===== src/rtl/stream_mux_rr_if.sv =====
// Stream bus between N producers, the mux and one consumer.
// master = producer/consumer side, slave = mux side.
interface stream_mux_rr_if #(
  parameter int unsigned NUM_CH = 4,
  parameter int unsigned WIDTH  = 8,
  parameter int unsigned SEL_W  = $clog2(NUM_CH)
);

  logic                      mode;
  logic [SEL_W-1:0]          sel;
  logic [NUM_CH-1:0]         in_valid;
  logic [NUM_CH*WIDTH-1:0]   in_data;
  logic [NUM_CH-1:0]         in_ready;
  logic                      out_valid;
  logic [WIDTH-1:0]          out_data;
  logic [SEL_W-1:0]          out_ch;
  logic                      out_ready;

  modport master (
    output mode, sel, in_valid, in_data, out_ready,
    input  in_ready, out_valid, out_data, out_ch
  );

  modport slave (
    input  mode, sel, in_valid, in_data, out_ready,
    output in_ready, out_valid, out_data, out_ch
  );

endinterface


===== src/rtl/stream_mux_rr.sv =====
// N-to-1 stream multiplexer: manual select or round-robin arbitration,
// single registered output stage with full 1 beat/cycle throughput.
module stream_mux_rr #(
  parameter int unsigned NUM_CH = 4,
  parameter int unsigned WIDTH  = 8
) (
  input  logic                   clk,
  input  logic                   rst_n,
  stream_mux_rr_if.slave         sif
);

  localparam int unsigned SEL_W = $clog2(NUM_CH);

  logic              r_out_valid;
  logic [WIDTH-1:0]  r_out_data;
  logic [SEL_W-1:0]  r_out_ch;
  logic [SEL_W-1:0]  r_ptr;

  logic              w_load_en;
  logic              w_gnt_vld;
  logic [SEL_W-1:0]  w_gnt_idx;
  logic [WIDTH-1:0]  w_gnt_data;
  logic [NUM_CH-1:0] w_in_ready;
  logic              w_xfer_in;
  logic [SEL_W-1:0]  w_ptr_nxt;
  int unsigned       w_rr_idx;

  // Output register may accept a new beat when empty or draining this cycle.
  assign w_load_en = !r_out_valid || sif.out_ready;
  assign w_xfer_in = rst_n && w_load_en && w_gnt_vld;

  // Grant selection: manual index, or first valid channel scanning from the rr pointer.
  always_comb begin
    w_gnt_vld = 1'b0;
    w_gnt_idx = '0;
    w_rr_idx  = 0;
    if (!sif.mode) begin
      for (int unsigned i = 0; i < NUM_CH; i++) begin
        if ((sif.sel == SEL_W'(i)) && sif.in_valid[i]) begin
          w_gnt_vld = 1'b1;
          w_gnt_idx = SEL_W'(i);
        end
      end
    end else begin
      for (int unsigned k = 0; k < NUM_CH; k++) begin
        w_rr_idx = 32'(r_ptr) + k;
        if (w_rr_idx >= NUM_CH) begin
          w_rr_idx = w_rr_idx - NUM_CH;
        end
        if (!w_gnt_vld && sif.in_valid[w_rr_idx[SEL_W-1:0]]) begin
          w_gnt_vld = 1'b1;
          w_gnt_idx = w_rr_idx[SEL_W-1:0];
        end
      end
    end
  end

  // Data of the granted channel and per-channel ready (held low during reset).
  always_comb begin
    w_gnt_data = '0;
    w_in_ready = '0;
    for (int unsigned i = 0; i < NUM_CH; i++) begin
      if (w_gnt_idx == SEL_W'(i)) begin
        w_gnt_data = sif.in_data[i*WIDTH +: WIDTH];
      end
      w_in_ready[i] = w_xfer_in && (w_gnt_idx == SEL_W'(i));
    end
  end

  // Pointer moves past the winner, wrapping at NUM_CH rather than 2^SEL_W.
  assign w_ptr_nxt = (w_gnt_idx == SEL_W'(NUM_CH - 1)) ? '0 : (w_gnt_idx + SEL_W'(1));

  // Output stage and round-robin pointer.
  always_ff @(posedge clk) begin
    if (!rst_n) begin
      r_out_valid <= 1'b0;
      r_out_data  <= '0;
      r_out_ch    <= '0;
      r_ptr       <= '0;
    end else begin
      if (w_xfer_in) begin
        r_out_valid <= 1'b1;
        r_out_data  <= w_gnt_data;
        r_out_ch    <= w_gnt_idx;
        if (sif.mode) begin
          r_ptr <= w_ptr_nxt;
        end
      end else if (sif.out_ready) begin
        r_out_valid <= 1'b0;
      end
    end
  end

  assign sif.in_ready  = w_in_ready;
  assign sif.out_valid = r_out_valid;
  assign sif.out_data  = r_out_data;
  assign sif.out_ch    = r_out_ch;

endmodule


===== src/flat_wrapper.sv =====
// flat-port wrapper written by rule: the top's interface ports become plain ports
module stream_mux_rr_flat 
#(
  parameter int unsigned NUM_CH = 4,
  parameter int unsigned WIDTH  = 8
)
  (clk, rst_n, sif_mode, sif_sel, sif_in_valid, sif_in_data, sif_out_ready, sif_in_ready, sif_out_valid, sif_out_data, sif_out_ch);
  stream_mux_rr_if #(.NUM_CH(NUM_CH), .WIDTH(WIDTH)) sif_i ();
  input  logic clk;
  input  logic rst_n;
  input wire logic [$bits(sif_i.mode)-1:0] sif_mode;
  input wire logic [$bits(sif_i.sel)-1:0] sif_sel;
  input wire logic [$bits(sif_i.in_valid)-1:0] sif_in_valid;
  input wire logic [$bits(sif_i.in_data)-1:0] sif_in_data;
  input wire logic [$bits(sif_i.out_ready)-1:0] sif_out_ready;
  output wire logic [$bits(sif_i.in_ready)-1:0] sif_in_ready;
  output wire logic [$bits(sif_i.out_valid)-1:0] sif_out_valid;
  output wire logic [$bits(sif_i.out_data)-1:0] sif_out_data;
  output wire logic [$bits(sif_i.out_ch)-1:0] sif_out_ch;
  assign sif_i.mode = sif_mode;
  assign sif_i.sel = sif_sel;
  assign sif_i.in_valid = sif_in_valid;
  assign sif_i.in_data = sif_in_data;
  assign sif_i.out_ready = sif_out_ready;
  assign sif_in_ready = sif_i.in_ready;
  assign sif_out_valid = sif_i.out_valid;
  assign sif_out_data = sif_i.out_data;
  assign sif_out_ch = sif_i.out_ch;
  stream_mux_rr #(.NUM_CH(NUM_CH), .WIDTH(WIDTH)) u_core (.clk(clk), .rst_n(rst_n), .sif(sif_i));
endmodule

===== config.mk =====
export PLATFORM = sky130hd
export DESIGN_NAME = stream_mux_rr_flat
export DESIGN_NICKNAME = d
export VERILOG_FILES = /design/src/rtl/stream_mux_rr_if.sv /design/src/rtl/stream_mux_rr.sv /design/src/flat_wrapper.sv
export SDC_FILE = /design/constraint.sdc
export NUM_CORES = 1
export LEC_CHECK = 0
export ABC_AREA = 1
export BUFFER_PORTS_ARGS = -buffer_cell sky130_fd_sc_hd__buf_2
export CAP_MARGIN = 20
export CORE_MARGIN = 2
export CORE_UTILIZATION = 45
export DETAILED_ROUTE_END_ITERATION = 12
export PLACE_DENSITY = 0.89
export RECOVER_POWER = 25
export REMOVE_ABC_BUFFERS = 1
export SLEW_MARGIN = 20
export SYNTH_ARGS = -nofsm -noshare
export SYNTH_HDL_FRONTEND = slang
export SYNTH_SLANG_ARGS = --single-unit

===== constraint.sdc =====
create_clock -name clk -period 4.1 [get_ports clk]
set_input_delay 0 -clock clk [delete_from_list [all_inputs] [get_ports clk]]
set_output_delay 0 -clock clk [all_outputs]
set_load 0.02 [all_outputs]

==> impl_metrics.py, run 1 <==
metrics = {
    "status": {
        "outcome": "finished, final reports clean",
    },
    "yosys": {
        "synth.cell_area_sq_um": 1190,
        "netlist_instances": 215,
        "ys_seq_area_share_pct": 21.87,
        "synth_top_area_cell": "sky130_fd_sc_hd__nand2_1",
        "yosys_register_bits": 13,
        "synth_area_leaders": "sky130_fd_sc_hd__nand2_1, sky130_fd_sc_hd__dfxtp_1, sky130_fd_sc_hd__nand3_1, sky130_fd_sc_hd__o21ai_0, sky130_fd_sc_hd__inv_1",
        "syn_area_per_cell_sq_um": 5.534,
        "synth.yosys.warnings": 0,
        "netlist-cell-type-count": 20,
        "fraction_of_synthesized_cell_area_taken_by_the_top_area_cell_type_pct": 28.08,
    },
    "timing": {
        "fmax_ghz": 0.3421,
        "clock_skew_ns": 0.0003436,
        "setup_viol": 0,
        "timing_worst_slew_pin_value_ns": 0.4721,
        "final.min_clock_period_ns": 2.923,
        "report.final.hold_viol_count": 0,
        "slew_viol_final": 0,
        "timing.final.crit_share_pct": 71.30,
        "timing.setup.tns_ns": 0,
        "slew-limit-headroom_pct": 68.52,
        "grt_setup_unrepaired": "false",
    },
    "cts": {
        "clk_transition_reported_paths_ns": 0.08,
        "htree_num_levels": 1,
        "tritoncts": "yes",
        "root_buffer": "sky130_fd_sc_hd__clkbuf_4",
        "cts.sink_count": 13,
        "clock_path_buffers": 2,
        "cts-buffers-inserted": 3,
        "cts.repair_timing.setup_buffer_count": 0,
        "clock_latency_ns": 0.27,
    },
    "floorplan": {
        "initial_utilization_pct": 47.60,
        "io_pins": 57,
        "die-area_sq_um": 3071,
        "rows": 18,
        "floorplan.die.width_um": 55.42,
        "fp.coreArea_sq_um": 2500,
        "die_height_um": 55.42,
    },
    "power": {
        "static-leakage-power_nw": 0.8706,
        "power.density_nw_per_um2": 322.8,
        "worst_ir_drop_vdd_mv": 0.2380,
    },
    "drt": {
        "first_iter_violations": 62,
        "detail_route.wl_per_cell_um": 10.35,
        "route.vias.total": 1459,
        "post-route-drc-count": 0,
        "drtAntennaViolNets": 0,
        "via_per_inst": 4.880,
        "firstDrtPassIters": 4,
        "routed_wirelength_um": 3096,
    },
    "global_route": {
        "grt_antenna_before_repair": 0,
        "groute.usage.overall_pct": 20.08,
        "globalRoute.totalOverflow": 0,
        "wire_length_of_the_first_global_routing_pass_um": 5147,
        "first_global_vias": 1245,
        "grt_max_degree": 18,
    },
    "hold_path": {
        "path_class_of_the_lowest_slack_min_delay_path": "input port to flop",
    },
    "setup_path": {
        "critical_path.most_common_cell": "sky130_fd_sc_hd__nand2_1",
        "critical_path_required_ns": 4.33,
        "timing_worst_setup_path_type": "flop to flop",
        "crit_path_top_delay_cell": "sky130_fd_sc_hd__dfxtp_1",
        "timing.critical_path.cells": "clkinv_4 -> nand2_1 -> nand2_2 -> nand2_1 -> nand2_1 -> nor2_1 -> nand2_1 -> nand2_1 -> inv_1 -> nand3_1 -> nand2_1 -> ha_1 -> nor2_1 -> nand2_1 -> nand2_1 -> o21ai_0 -> o21ai_0 -> nand2_1 -> nand2_1",
        "reg2reg_slack_ns": 1.18,
        "worst-endpoint-arrival_ns": 3.15,
        "worst_setup_path_start_kind": "flop",
        "crit_path_max_incr_delay_ns": 0.55,
        "critical_path.max_fanout": 10,
        "endpoint_kind": "flop",
    },
    "flow_run": {
        "cap_viol_max_count": 0,
    },
    "placement": {
        "placed_cells": 294,
        "number_of_input_and_output_port_buffers_inserted": 56,
        "half_perimeter_wire_length_of_the_detailed_placement_result_um": 2496,
        "gp_congestion": 0.8557,
    },
    "layout": {
        "number_of_antenna_diodes": 0,
        "area_delta_synth_final_pct": 25.45,
        "layout.cells.non_filler": 299,
        "post_route_cells_drive_above_1_share_pct": 24.91,
        "post_layout_nets": 316,
    },
}
==> power breakdown <==
part / internal (mW) / switching, mW / total [mW]
Clock: 0.0378 / 0.0410 / 0.0788
Sequential: 0.147 / 0.0141 / 0.161
Combinational: 0.0851 / 0.157 / 0.242
==> layout make-up <==
cell class | instances | area, sq um
inverters | 23 | 91.34
clock buffers | 4 | 26.28
flip-flops and latches | 13 | 260.3
multi-input cells | 172 | 795.8
repair buffers | 57 | 281.5
well taps | 30 | 37.54
fillers | 243 | 1007
==> sequential cells by signal, summed over array words and instances (netlist names) <==
register and flops:
u_core.r_ptr 2, u_core.sif.out_data 8, u_core.sif.out_ch 2, u_core.sif.out_valid 1
==> logic make-up (layout without fill, tap and decap cells) <==
logic type                 Yosys count  count (layout)  synth area share, %
and+or+nand+nor                    142             142                50.79
adders and majority gates            4               4                4.206
DFF                                 13              13                21.87
buffers and inverters               30              84                11.25
AOI/OAI and AO/OA                   26              26                11.88
==> path summary, 6_finish.rpt <==
check | cells past startpoint | from | endpoint
setup / recovery | 19 | u_core.r_ptr[0] | u_core.sif.out_data[2]
hold / removal | 5 | sif_in_data[27] | u_core.sif.out_data[3]
setup reg to reg | 19 | u_core.r_ptr[0] | u_core.sif.out_data[2]
hold reg to reg | 2 | u_core.sif.out_data[2] | u_core.sif.out_data[2]
==> critical path: cells and delay by family (launching register included) <==
| kind | cells | cell delay, ns |
|---|---|---|
| AND/OR/NAND/NOR | 14 | 1.55 |
| flip-flops | 1 | 0.55 |
| adder cells (fa/ha/maj) | 1 | 0.31 |
| AO/OA/AOI/OAI | 2 | 0.27 |
| buffers and inverters | 2 | 0.21 |
==> timing repair <==
action                                 in CTS  in global routing
endpoints found under the hold margin       1                  0
gates resized for setup                     0                  0
hold buffers                                1                  0
==> cells in the final DEF, fill, tap and decap left out <==
master	n
sky130_fd_sc_hd__dfxtp_1	13
sky130_fd_sc_hd__nand3_1	28
sky130_fd_sc_hd__clkinv_4	1
sky130_fd_sc_hd__nor2_2	2
sky130_fd_sc_hd__dlygate4sd3_1	1
sky130_fd_sc_hd__a21oi_1	8
sky130_fd_sc_hd__ha_1	4
sky130_fd_sc_hd__clkbuf_4	3
sky130_fd_sc_hd__nor2_1	14
sky130_fd_sc_hd__nand3_2	1
sky130_fd_sc_hd__inv_2	3
sky130_fd_sc_hd__o21ai_4	1
sky130_fd_sc_hd__nor2_4	1
sky130_fd_sc_hd__inv_1	19
sky130_fd_sc_hd__nand2_1	89
sky130_fd_sc_hd__clkbuf_1	8
sky130_fd_sc_hd__nand4_1	1
sky130_fd_sc_hd__buf_2	49
sky130_fd_sc_hd__o21ai_1	1
sky130_fd_sc_hd__o21ai_0	16
sky130_fd_sc_hd__nand2_2	6
==> cells in the mapped netlist, drive strengths merged <==
library cell / instances
clkbuf: 4
clkinv: 1
ha: 4
nand4: 1
buf: 3
nand2: 95
o21ai: 18
inv: 22
nor2: 17
nand3: 29
a21oi: 8
dfxtp: 13
==> routing by layer <==
metal / global-route usage, % / up-vias / wire [um]
met1: 25.61 / 630 / 1399
met3: 3.981 / 4 / 169
met5: 0 / - / 0
li1: - / 786 / -
met2: 34.18 / 39 / 1501
met4: 5.575 / 0 / 24
==> through the flow <==
stage | utilization [%] | power (mW) | instance area [sq um] | hold slack (ns) | setup slack [ns]
final | 59.71 | 0.4819 | 1493 | 0.02996 | 1.177
after global placement | 58.61 | 0.4053 | 1465 | 0.2676 | 1.284
after floorplan | - | 0.3334 | 1147 | 0.1205 | 1.669
after CTS | 60.06 | 0.4885 | 1501 | 0.02369 | 1.186
after detailed placement | 58.61 | 0.4074 | 1465 | 0.2677 | 1.247
after global routing | 59.71 | 0.5278 | 1493 | 0.04912 | 0.7056
Note: power is estimated with default switching activity, not from simulation.
==> run 2: changes to the inputs <==
clock period = 2.9 ns   (was 4.1 ns; I/O delays follow)
==> run 2 against run 1 <==
  * Clock power up 50%
  * First-iteration DRC count shrank 8.1%
  * Combinational power rose by 45%
  * Via count rose by 1.5%
  * Largest cell class unchanged
  * Sequential share of layout area fell by 0.16 points
  * Largest power group unchanged
  * Maximum frequency increased by 16%
==> impl_metrics.py, run 2 (same netlist as run 1, synthesis figures left out) <==
metrics = {
    "setup_path": {
        "crit_path_top_delay_cell": "sky130_fd_sc_hd__dfxtp_2",
        "timing.critical_path.cells": "nand2_1 -> nand2_1 -> nand2_1 -> nand2_1 -> nand3_2 -> nor2_1 -> nor2_1 -> nand2_1 -> inv_1 -> ha_1 -> nor2_1 -> buf_4 -> nand2_1 -> nand2_1 -> o21ai_0 -> o21ai_0 -> nand2_1 -> nand2_1",
        "crit_path_max_incr_delay_ns": 0.44,
        "worst-endpoint-arrival_ns": 2.74,
        "cp-startpoint": "u_core.r_ptr[0]",
        "worst_setup_path_start_kind": "flop",
        "critical_path.max_fanout": 10,
        "cp-endpoint": "u_core.sif.out_data[7]",
        "timing_worst_setup_path_type": "flop to flop",
        "critical_path.most_common_cell": "sky130_fd_sc_hd__nand2_1",
        "worst-r2r-cell-count": 18,
        "reg_to_reg_critical_path_startpoint": "u_core.r_ptr[0]",
        "reg2reg_slack_ns": 0.38,
        "endpoint_kind": "flop",
        "regToRegEndpoint": "u_core.sif.out_data[7]",
        "critical_path_required_ns": 3.13,
    },
    "global_route": {
        "grt_antenna_before_repair": 0,
        "first_global_vias": 1252,
        "wire_length_of_the_first_global_routing_pass_um": 5340,
        "groute.usage.overall_pct": 21.37,
        "globalRoute.totalOverflow": 0,
        "grt_max_degree": 18,
    },
    "placement": {
        "postPlaceCellArea_sq_um": 1480,
        "number_of_input_and_output_port_buffers_inserted": 56,
        "gp_congestion": 0.9152,
        "half_perimeter_wire_length_of_the_detailed_placement_result_um": 2492,
    },
    "timing": {
        "timing_worst_slew_pin_value_ns": 0.4446,
        "report.final.hold_viol_count": 0,
        "slew_viol_final": 0,
        "timing.setup.tns_ns": 0,
        "grt_setup_unrepaired": "false",
        "timing.final.crit_share_pct": 86.82,
        "setup_viol": 0,
        "slew-limit-headroom_pct": 70.25,
        "fmax_ghz": 0.3972,
        "final.min_clock_period_ns": 2.518,
        "clock_skew_ns": 0.007667,
    },
    "drt": {
        "firstDrtPassIters": 4,
        "post-route-drc-count": 0,
        "routed_wirelength_um": 3145,
        "route.vias.total": 1481,
        "first_iter_violations": 57,
        "detail_route.wl_per_cell_um": 10.45,
        "drtAntennaViolNets": 0,
        "via_per_inst": 4.920,
    },
    "floorplan": {
        "die-area_sq_um": 3071,
        "io_pins": 57,
        "floorplan.die.width_um": 55.42,
        "fp.coreArea_sq_um": 2500,
        "initial_utilization_pct": 47.60,
        "die_height_um": 55.42,
        "rows": 18,
    },
    "power": {
        "power.density_nw_per_um2": 460.7,
        "overall_power_mw": 0.6975,
        "static-leakage-power_nw": 0.8778,
        "worst_ir_drop_vdd_mv": 0.2767,
    },
    "cts": {
        "cts-buffers-inserted": 3,
        "htree_num_levels": 1,
        "clock_path_buffers": 2,
        "cts.sink_count": 13,
        "clk_transition_reported_paths_ns": 0.09,
        "clock_latency_ns": 0.28,
        "tritoncts": "yes",
        "root_buffer": "sky130_fd_sc_hd__clkbuf_4",
    },
    "layout": {
        "largest_register_ffs": 8,
        "area_delta_synth_final_pct": 27.23,
        "finish.utilization_pct": 60.56,
        "final_cell_area_sq_um": 1514,
        "post_layout_nets": 318,
        "layout_commonest_cell": "sky130_fd_sc_hd__nand2_1",
        "layout_common_cells": "sky130_fd_sc_hd__nand2_1, sky130_fd_sc_hd__buf_2, sky130_fd_sc_hd__nand3_1",
        "post_route_cells_drive_above_1_share_pct": 26.57,
        "number_of_antenna_diodes": 0,
    },
    "hold_path": {
        "path_class_of_the_lowest_slack_min_delay_path": "input port to flop",
        "hold_start": "sif_in_data[29]",
    },
    "flow_run": {
        "cap_viol_max_count": 0,
    },
    "status": {
        "outcome": "finished, final reports clean",
    },
}
-- run 2: cell count changes in the layout (fill, tap and decap cells not counted), sizes merged --
cell / previous run / this run
buf: 49 / 51
-- run 2: through the flow --
stage	hold WS (ns)	worst slack, ns	instances
CTS	0.006942	0.1608	301
detailed placement	0.2695	0.2268	296
finish	0.01485	0.3824	301
global placement	0.2679	0.3232	296
global route	0.03534	0.02766	301
floorplan	0.1205	0.4694	208
-- run 2: how the worst min path moves through the flow --
stage / depth (start not counted) / slack [ns] / endpoint
final: 5 / 0.01 / u_core.sif.out_data[5]
after global routing: 5 / 0.04 / u_core.sif.out_data[1]
after CTS: 5 / 0.007 / u_core.sif.out_data[5]
after detailed placement: 4 / 0.27 / u_core.sif.out_valid
after global placement: 4 / 0.27 / u_core.sif.out_valid
after floorplan: 2 / 0.12 / u_core.r_ptr[1]
-- run 2: power breakdown --
| group | leakage [nW] | switching [mW] | internal (mW) | total (mW) |
|---|---|---|---|---|
| logic | 0.755 | 0.225 | 0.128 | 0.352 |
| registers | 0.108 | 0.0191 | 0.208 | 0.227 |
| clock network | 0.0150 | 0.0645 | 0.0534 | 0.118 |
-- run 2: metal layers --
layer  wire, um  part of all wire, %  global-route usage (%)
met5          0                    0                       0
met4         53                  1.7                   7.317
met2       1507                   48                   35.20
met3        118                  3.8                   3.279
met1       1465                   47                   28.25
-- run 2: worst max-delay path, delay by kind of cell, from the launching register on --
family / cells / cell delay (ns)
AO/OA/AOI/OAI: 2 / 0.23
adder cells (fa/ha/maj): 1 / 0.28
buffers and inverters: 2 / 0.26
flip-flops: 1 / 0.44
AND/OR/NAND/NOR: 13 / 1.26
-- run 2: timing repair --
action / in CTS / in global routing
endpoints found under the hold margin: 1 / 0
endpoints found under the setup margin: 0 / 10
setup buffers: 0 / 0
resized for setup: 0 / 3
hold buffers: 1 / 0
-- run 2: layout make-up --
class / instances / area (sq um)
multi-input cells: 172 / 800.8
flip-flops and latches: 13 / 261.5
clock buffers: 4 / 26.28
well taps: 30 / 37.54
fillers: 271 / 985.9
inverters: 23 / 91.34
repair buffers: 59 / 296.5
